$ cat src/rtl/neighbor_addr_gen.sv
// D2Q9 neighbour address generator: one accepted node -> nine (dir, addr) outputs, one per cycle at full out_ready.
// Optional NBR_BOUNCEBACK_EN macro: edge-crossing directions return the node itself with out_bounce set.
module neighbor_addr_gen #(
    parameter int GRID_DIM      = 16,
    parameter int ADDRESS_WIDTH = $clog2(GRID_DIM*GRID_DIM)
) (
    input  logic                     Clk,
    input  logic                     Reset_n,
    input  logic                     in_valid,
    output logic                     in_ready,
    input  logic [ADDRESS_WIDTH-1:0] node_addr,
    input  logic [ADDRESS_WIDTH-1:0] node_col,
    output logic                     out_valid,
    input  logic                     out_ready,
    output logic [ADDRESS_WIDTH-1:0] out_addr,
    output logic [3:0]               out_dir,
    output logic                     out_last,
    output logic                     out_bounce,
    output logic                     err_col
);

    localparam int                     LOG2 = $clog2(GRID_DIM);
    localparam logic [ADDRESS_WIDTH-1:0] MASK = ADDRESS_WIDTH'(GRID_DIM - 1);
    localparam logic [ADDRESS_WIDTH-1:0] ONE  = ADDRESS_WIDTH'(1);

    typedef enum logic {IDLE, EMIT} state_t;

    state_t                   state_q, state_d;
    logic [ADDRESS_WIDTH-1:0] col_q, row_q;
    logic [3:0]               dir_q;
    logic                     err_q;
    logic                     accept, fire;
    logic                     dc_inc, dc_dec, dr_inc, dr_dec;
    logic [ADDRESS_WIDTH-1:0] dc_v, dr_v, col_sum, row_sum, wrap_addr, nbr_addr;
    logic                     nbr_bounce;

    assign accept = (state_q == IDLE) && in_valid;
    assign fire   = (state_q == EMIT) && out_ready;

    always_ff @(posedge Clk or negedge Reset_n) begin
        if (!Reset_n) state_q <= IDLE;
        else          state_q <= state_d;
    end

    always_comb begin
        state_d = state_q;
        case (state_q)
            IDLE: if (in_valid) state_d = EMIT;
            EMIT: if (out_ready && dir_q == 4'd8) state_d = IDLE;
            default: state_d = IDLE;
        endcase
    end

    always_ff @(posedge Clk or negedge Reset_n) begin
        if (!Reset_n) begin
            col_q <= '0;
            row_q <= '0;
            dir_q <= '0;
            err_q <= 1'b0;
        end else begin
            if (accept) begin
                col_q <= node_col & MASK;
                row_q <= (node_addr >> LOG2) & MASK;
                dir_q <= '0;
            end else if (fire && dir_q != 4'd8) begin
                dir_q <= dir_q + 4'd1;
            end
            // Sticky; the captured column is used regardless of the mismatch.
            if (accept && (node_col != (node_addr & MASK))) err_q <= 1'b1;
        end
    end

    always_comb begin
        dc_inc = 1'b0;
        dc_dec = 1'b0;
        dr_inc = 1'b0;
        dr_dec = 1'b0;
        case (dir_q)
            4'd1: dc_inc = 1'b1;
            4'd2: dr_inc = 1'b1;
            4'd3: dc_dec = 1'b1;
            4'd4: dr_dec = 1'b1;
            4'd5: begin dc_inc = 1'b1; dr_inc = 1'b1; end
            4'd6: begin dc_dec = 1'b1; dr_inc = 1'b1; end
            4'd7: begin dc_dec = 1'b1; dr_dec = 1'b1; end
            4'd8: begin dc_inc = 1'b1; dr_dec = 1'b1; end
            default: ;
        endcase
    end

    // -1 is all ones; the power-of-two mask turns the sum into the periodic wrap.
    always_comb begin
        dc_v      = dc_inc ? ONE : (dc_dec ? {ADDRESS_WIDTH{1'b1}} : '0);
        dr_v      = dr_inc ? ONE : (dr_dec ? {ADDRESS_WIDTH{1'b1}} : '0);
        col_sum   = (col_q + dc_v) & MASK;
        row_sum   = (row_q + dr_v) & MASK;
        wrap_addr = (row_sum << LOG2) | col_sum;
    end

`ifdef NBR_BOUNCEBACK_EN
    logic [ADDRESS_WIDTH-1:0] addr_q;
    logic                     cross;

    always_ff @(posedge Clk or negedge Reset_n) begin
        if (!Reset_n)    addr_q <= '0;
        else if (accept) addr_q <= node_addr;
    end

    always_comb begin
        cross = (dc_inc && col_q == MASK) || (dc_dec && col_q == '0) ||
                (dr_inc && row_q == MASK) || (dr_dec && row_q == '0);
        nbr_addr   = cross ? addr_q : wrap_addr;
        nbr_bounce = cross;
    end
`else
    always_comb begin
        nbr_addr   = wrap_addr;
        nbr_bounce = 1'b0;
    end
`endif

    always_comb begin
        in_ready   = (state_q == IDLE);
        out_valid  = (state_q == EMIT);
        out_dir    = out_valid ? dir_q : 4'd0;
        out_addr   = out_valid ? nbr_addr : '0;
        out_last   = out_valid && (dir_q == 4'd8);
        out_bounce = out_valid && nbr_bounce;
        err_col    = err_q;
    end

endmodule

$ cat config.mk
export PLATFORM = sky130hd
export DESIGN_NAME = neighbor_addr_gen
export DESIGN_NICKNAME = d
export VERILOG_FILES = /design/src/rtl/neighbor_addr_gen.sv
export SDC_FILE = /design/constraint.sdc
export NUM_CORES = 1
export LEC_CHECK = 0
export ABC_CLOCK_PERIOD_IN_PS = 2400
export CORE_ASPECT_RATIO = 2
export CORE_MARGIN = 8
export CORE_UTILIZATION = 41
export DETAILED_ROUTE_END_ITERATION = 7
export PLACE_DENSITY = 0.85
export SLEW_MARGIN = 0
export SYNTH_ARGS = -nofsm -noshare
export SYNTH_HDL_FRONTEND = slang
export SYNTH_SLANG_ARGS = --single-unit
$ cat constraint.sdc
create_clock -name Clk -period 2.4 [get_ports Clk]
set_input_delay 0.36 -clock Clk [delete_from_list [all_inputs] [get_ports Clk]]
set_output_delay 0.36 -clock Clk [all_outputs]
set_load 0.1 [all_outputs]
# Yosys cells after proc, flatten, opt, wreduce, memory -nomap -nowiden

Index checks and enable logic that the tools add are counted.

Register bits after elaboration: 14
Input port bits: 20
Logic and storage cells: 46

$add $sub $neg: 3
Equality and inequality tests: 10
Muxes and demuxes: 15
Bitwise gates (word level): 2
Reductions and logical operators: 11

Operators by type and width:

| kind                                                             | number |
|---|---|
| 4-bit two-way mux                                                | 7 |
| 4-bit by 3-bit == test with 1-bit output (second input constant) | 4 |
| 3-bit OR reduction                                               | 4 |
| 4-bit adder                                                      | 2 |
| 4-bit by 2-bit == test with 1-bit output (second input constant) | 2 |
| 8-bit two-way mux                                                | 1 |
| 8-bit by 4-bit != test with 1-bit output                         | 1 |
| 8-bit by 4-bit bitwise OR with 8-bit output                      | 1 |
| 1-bit logical AND                                                | 6 |
| 1-bit two-way mux                                                | 6 |
| 4-bit by 1-bit adder with 4-bit output (second input constant)   | 1 |
| 4-bit by 1-bit == test with 1-bit output (second input constant) | 1 |
| 4-bit == test (second input constant)                            | 1 |
| 4-bit != test (second input constant)                            | 1 |
| 1-bit case mux with 2 select lines                               | 1 |
| 2-bit nonzero test                                               | 1 |
| 1-bit inverter                                                   | 1 |

# Logic depth before layout (Yosys ltp)

Depth after elaboration: 8
Depth in mapped cells: 11
Gate-level depth less buffers: 11

# Worst setup path before layout

Ideal clock, no wire load.

Path type: reg2out
Start point: register dir_q[1]
End point: output port out_addr[7]
Arrival: 3.184 ns
Setup slack: -1.144 ns
Cell stages (with the launch flop): 11
Cells stage by stage: dfrtp_1 -> inv_1 -> ha_1 -> nor4b_2 -> nand2_1 -> nand2_1 -> ha_1 -> a21oi_1 -> a21oi_1 -> o211ai_1 -> nor3b_2

Longest elaborated chain between the ends: 8

Ends and longest elaborated chain:

| item                                                                             | RTL line | text |
|---|---|---|
| from (decl)                                                                      | 30       | `logic [3:0] dir_q;` |
| from (signal assigned)                                                           | 66       | `dir_q <= dir_q + 4'd1;` |
| 4-bit == test / 4-bit by 3-bit == test with 1-bit output (equally long branches) | 78       | `case (dir_q)` |
| 3-bit OR reduction (no source line)                                              | -        |  |
| 1-bit two-way mux                                                                | 78       |  |
| 4-bit two-way mux                                                                | 94       | `dr_v = dr_inc ? ONE : (dr_dec ? {ADDRESS_WIDTH{1'b1}} : '0);` |
| 4-bit two-way mux (*)                                                            | 94       |  |
| 4-bit adder (*)                                                                  | 96       | `row_sum = (row_q + dr_v) & MASK;` |
| 8-bit by 4-bit bitwise OR with 8-bit output (*)                                  | 97       | `wrap_addr = (row_sum << LOG2) \| col_sum;` |
| 8-bit two-way mux (*)                                                            | 126      | `out_addr = out_valid ? nbr_addr : '0;` |
| to (decl)                                                                        | 15       | `output logic [ADDRESS_WIDTH-1:0] out_addr,` |

Mark *: on every way between the ends. The rest lies on a longest branch, timed or not.

# Worst setup path in the final report

Start point: register dir_q[0]
End point: output port out_addr[7]

The elaborated chain is that of the path after synthesis.

==> flow_summary.ini <==
[status]
status = complete, but fails checks
violations = negative setup slack

[floorplan]
coreArea_mm2 = 0.00254
die_w_um = 52.4
boundaryPins = 37
die_area_mm2 = 0.00465
rows = 26
die_h_um = 88.8
start_util = 0.428

[worst_setup_path]
worstReg2RegStart = dir_q[1]
max_stage_delay_ns = 0.46
cp-end-kind = output pin
cp_common_cell = buf_4
r2r_slack_ns = 0.69
r2r_end = dir_q[0]
critPathLaunch = dir_q[0]
critical-path-top-delay-family = simple AND/OR/NAND/NOR gates
cp-start-kind = flop
cp.depth = 11
worstPathMaxFanout = 4
worstPathRequired_ns = 2.04
arrival_ns = 2.62
ff2ff_path_depth = 7
endpoint = out_addr[7]
path_cells = buf_4 > ha_4 > buf_4 > nand2_2 > nand2_4 > ha_1 > nand3_4 > and3_4 > o211ai_1 > nor3b_4 > buf_12
cp_num_buf_inv = 3
cpMaxStageDelayCell = dfrtp_2
critPathKind = flop to output pin

[synthesis]
syn_inst = 108
syn_nets = 140
yosys_warnings = 0
avgSynthCellArea_um2 = 10.1
ys_types = 37
netlist_area_mm2 = 0.00109
ys_ff_latch = 14
seq_area_frac_synth = 0.323

[routing]
drt_drc_violations_left = 0
vias = 1093
drtAntennaViolNets = 0
firstDrtPassIters = 4
dr.first_iter.drc_count = 22
routedWlPerCell_um = 20.8
routed_wl_mm = 4.14
post_drt_via_cell_ratio = 5.49

[clocking]
numCtsBuffers = 3
root_buffer = clkbuf_8
cts.sinks = 14
clk_latency_ns = 0.26
cts_buffer_depth = 2
clk_pin_slew_ns = 0.06
holdBufCountCts = 0
htree_levels = 1
cts_tree = built

[timing]
fin_worst_skew_ns = 0.00340
setup_slack_ns = -0.581
maxSlewViolCount = 0
hold_viol = 0
finalCritPeriodShare = 1.24
setup_violations = 8
period_needed_ns = 2.98
max_freq_ghz = 0.336
worst_pin_slew_ns = 0.700
rsz0062_at_grt = yes
slew_headroom = 0.532

[placed_design]
dp_cells = 182
globalplace.congestion = 0.781
place_ws_ns = -0.322
hpwl_mm = 2.78
port_buffers = 35

[cells_and_area]
finalNetCount = 204
num_antenna_cells = 0
drive_above_1_share = 0.567
fin_cells = 199
synthToLayoutAreaGrowth_pct = 88.2

[grt]
gr-usage-all-layers = 0.186
grt_max_degree = 15
grt-ovfl-total = 0
antenna_found_initial = 0
grt_pass1_vias = 1268
grt_pass1_wl_mm = 6.38

[run]
maxCapViolCount = 0

[worst_hold_path]
hold_path_class = flop to flop
-- registers in the layout (all words and copies together) (netlist names) --
| signal | cells |
|---|---|
| out_valid | 1 |
| err_col | 1 |
| dir_q | 4 |
| col_q | 4 |
| row_q | 4 |
-- cell type report --
class,instances,area [um2]
multi-input cells,84,903
repair buffers,65,673
fillers,153,493
flip-flops and latches,14,357
clock buffers,4,55.1
well taps,28,35.0
inverters,4,21.3
-- repair_timing --
action,CTS,global route
setup buffers,9,4
pin swaps,7,12
endpoints found under the setup margin,8,8
gates resized for setup,15,10
-- layer usage --
| layer | wire length, um | global-route usage |
|---|---|---|
| met2 | 2490 | 0.367 |
| met1 | 1300 | 0.159 |
| met3 | 170 | 0.0337 |
| met4 | 185 | 0.104 |
| met5 | 0 | 0 |
-- per-stage QoR --
step / setup TNS, ns / hold WS, ns / util / cell area (um2)
floorplan: -1.63 / 0.0644 / - / 1220
global placement: -0.800 / 0.442 / 0.702 / 1780
detailed placement: -1.32 / 0.459 / 0.702 / 1780
CTS: -2.54 / 0.474 / 0.775 / 1970
global route: -3.85 / 0.488 / 0.806 / 2040
finish: -3.31 / 0.475 / 0.806 / 2040
-- cell usage in the layout (no fill, tap or decap), types with 3 or more instances in the layout --
cell type / n
mux2_2: 4
buf_12: 11
nor2_1: 7
a211oi_2: 3
and2_4: 5
mux2_1: 3
clkdlybuf4s50_1: 19
xor2_1: 5
clkbuf_8: 4
ha_1: 4
buf_4: 35
ha_4: 5
and2_1: 4
nor2_4: 4
dfrtp_1: 11
-- logic make-up (layout without fill, tap and decap cells) --
| group | Yosys count | in the layout | synth area share |
|---|---|---|---|
| mux | 8 | 8 | 0.0818 |
| compound gates | 14 | 14 | 0.0898 |
| flops | 14 | 14 | 0.323 |
| other cells | 1 | 1 | 0.00345 |
| buf+inv | 10 | 73 | 0.0495 |
| fa+ha+maj | 12 | 12 | 0.152 |
| xor+xnor | 10 | 10 | 0.0933 |
| simple gates | 39 | 39 | 0.207 |
-- cells in the mapped netlist, drive strengths merged --
cell type  number  area [um2]
dfrtp          14         350
nor2           12        45.0
ha             10         125
and2            9        56.3
mux2            7        78.8
xor2            5        43.8
a21oi           4        23.8
buf             4        31.3
inv             4        15.0
nor3            4        31.3
xnor2           4        35.0
a211oi          3        27.5
nand2           3        11.3
nand3           3        15.0
o21ai           3        15.0
a21o            2        15.0
clkbuf          2        7.51
fa              2        40.0
nor2b           2        12.5
a41oi           1        8.76
and3            1        6.26
conb            1        3.75
mux2i           1        10.0
nand3b          1        7.51
nand4           1        6.26
nor3b           1        12.5
nor4            1        6.26
nor4b           1        15.0
o211ai          1        7.51
xnor3           1        22.5
-- worst min path at each step --
stage,cells past startpoint,end,from,slack [ns]
CTS,1,err_col,err_col,0.47
finish,1,err_col,err_col,0.47
floorplan,0,col_q[0],Reset_n,0.06
global placement,1,err_col,err_col,0.44
detailed placement,1,err_col,err_col,0.46
global route,1,err_col,err_col,0.49
Power is not shown: default switching activity piles up to over one toggle a cycle in this logic, so the estimate is an artifact.
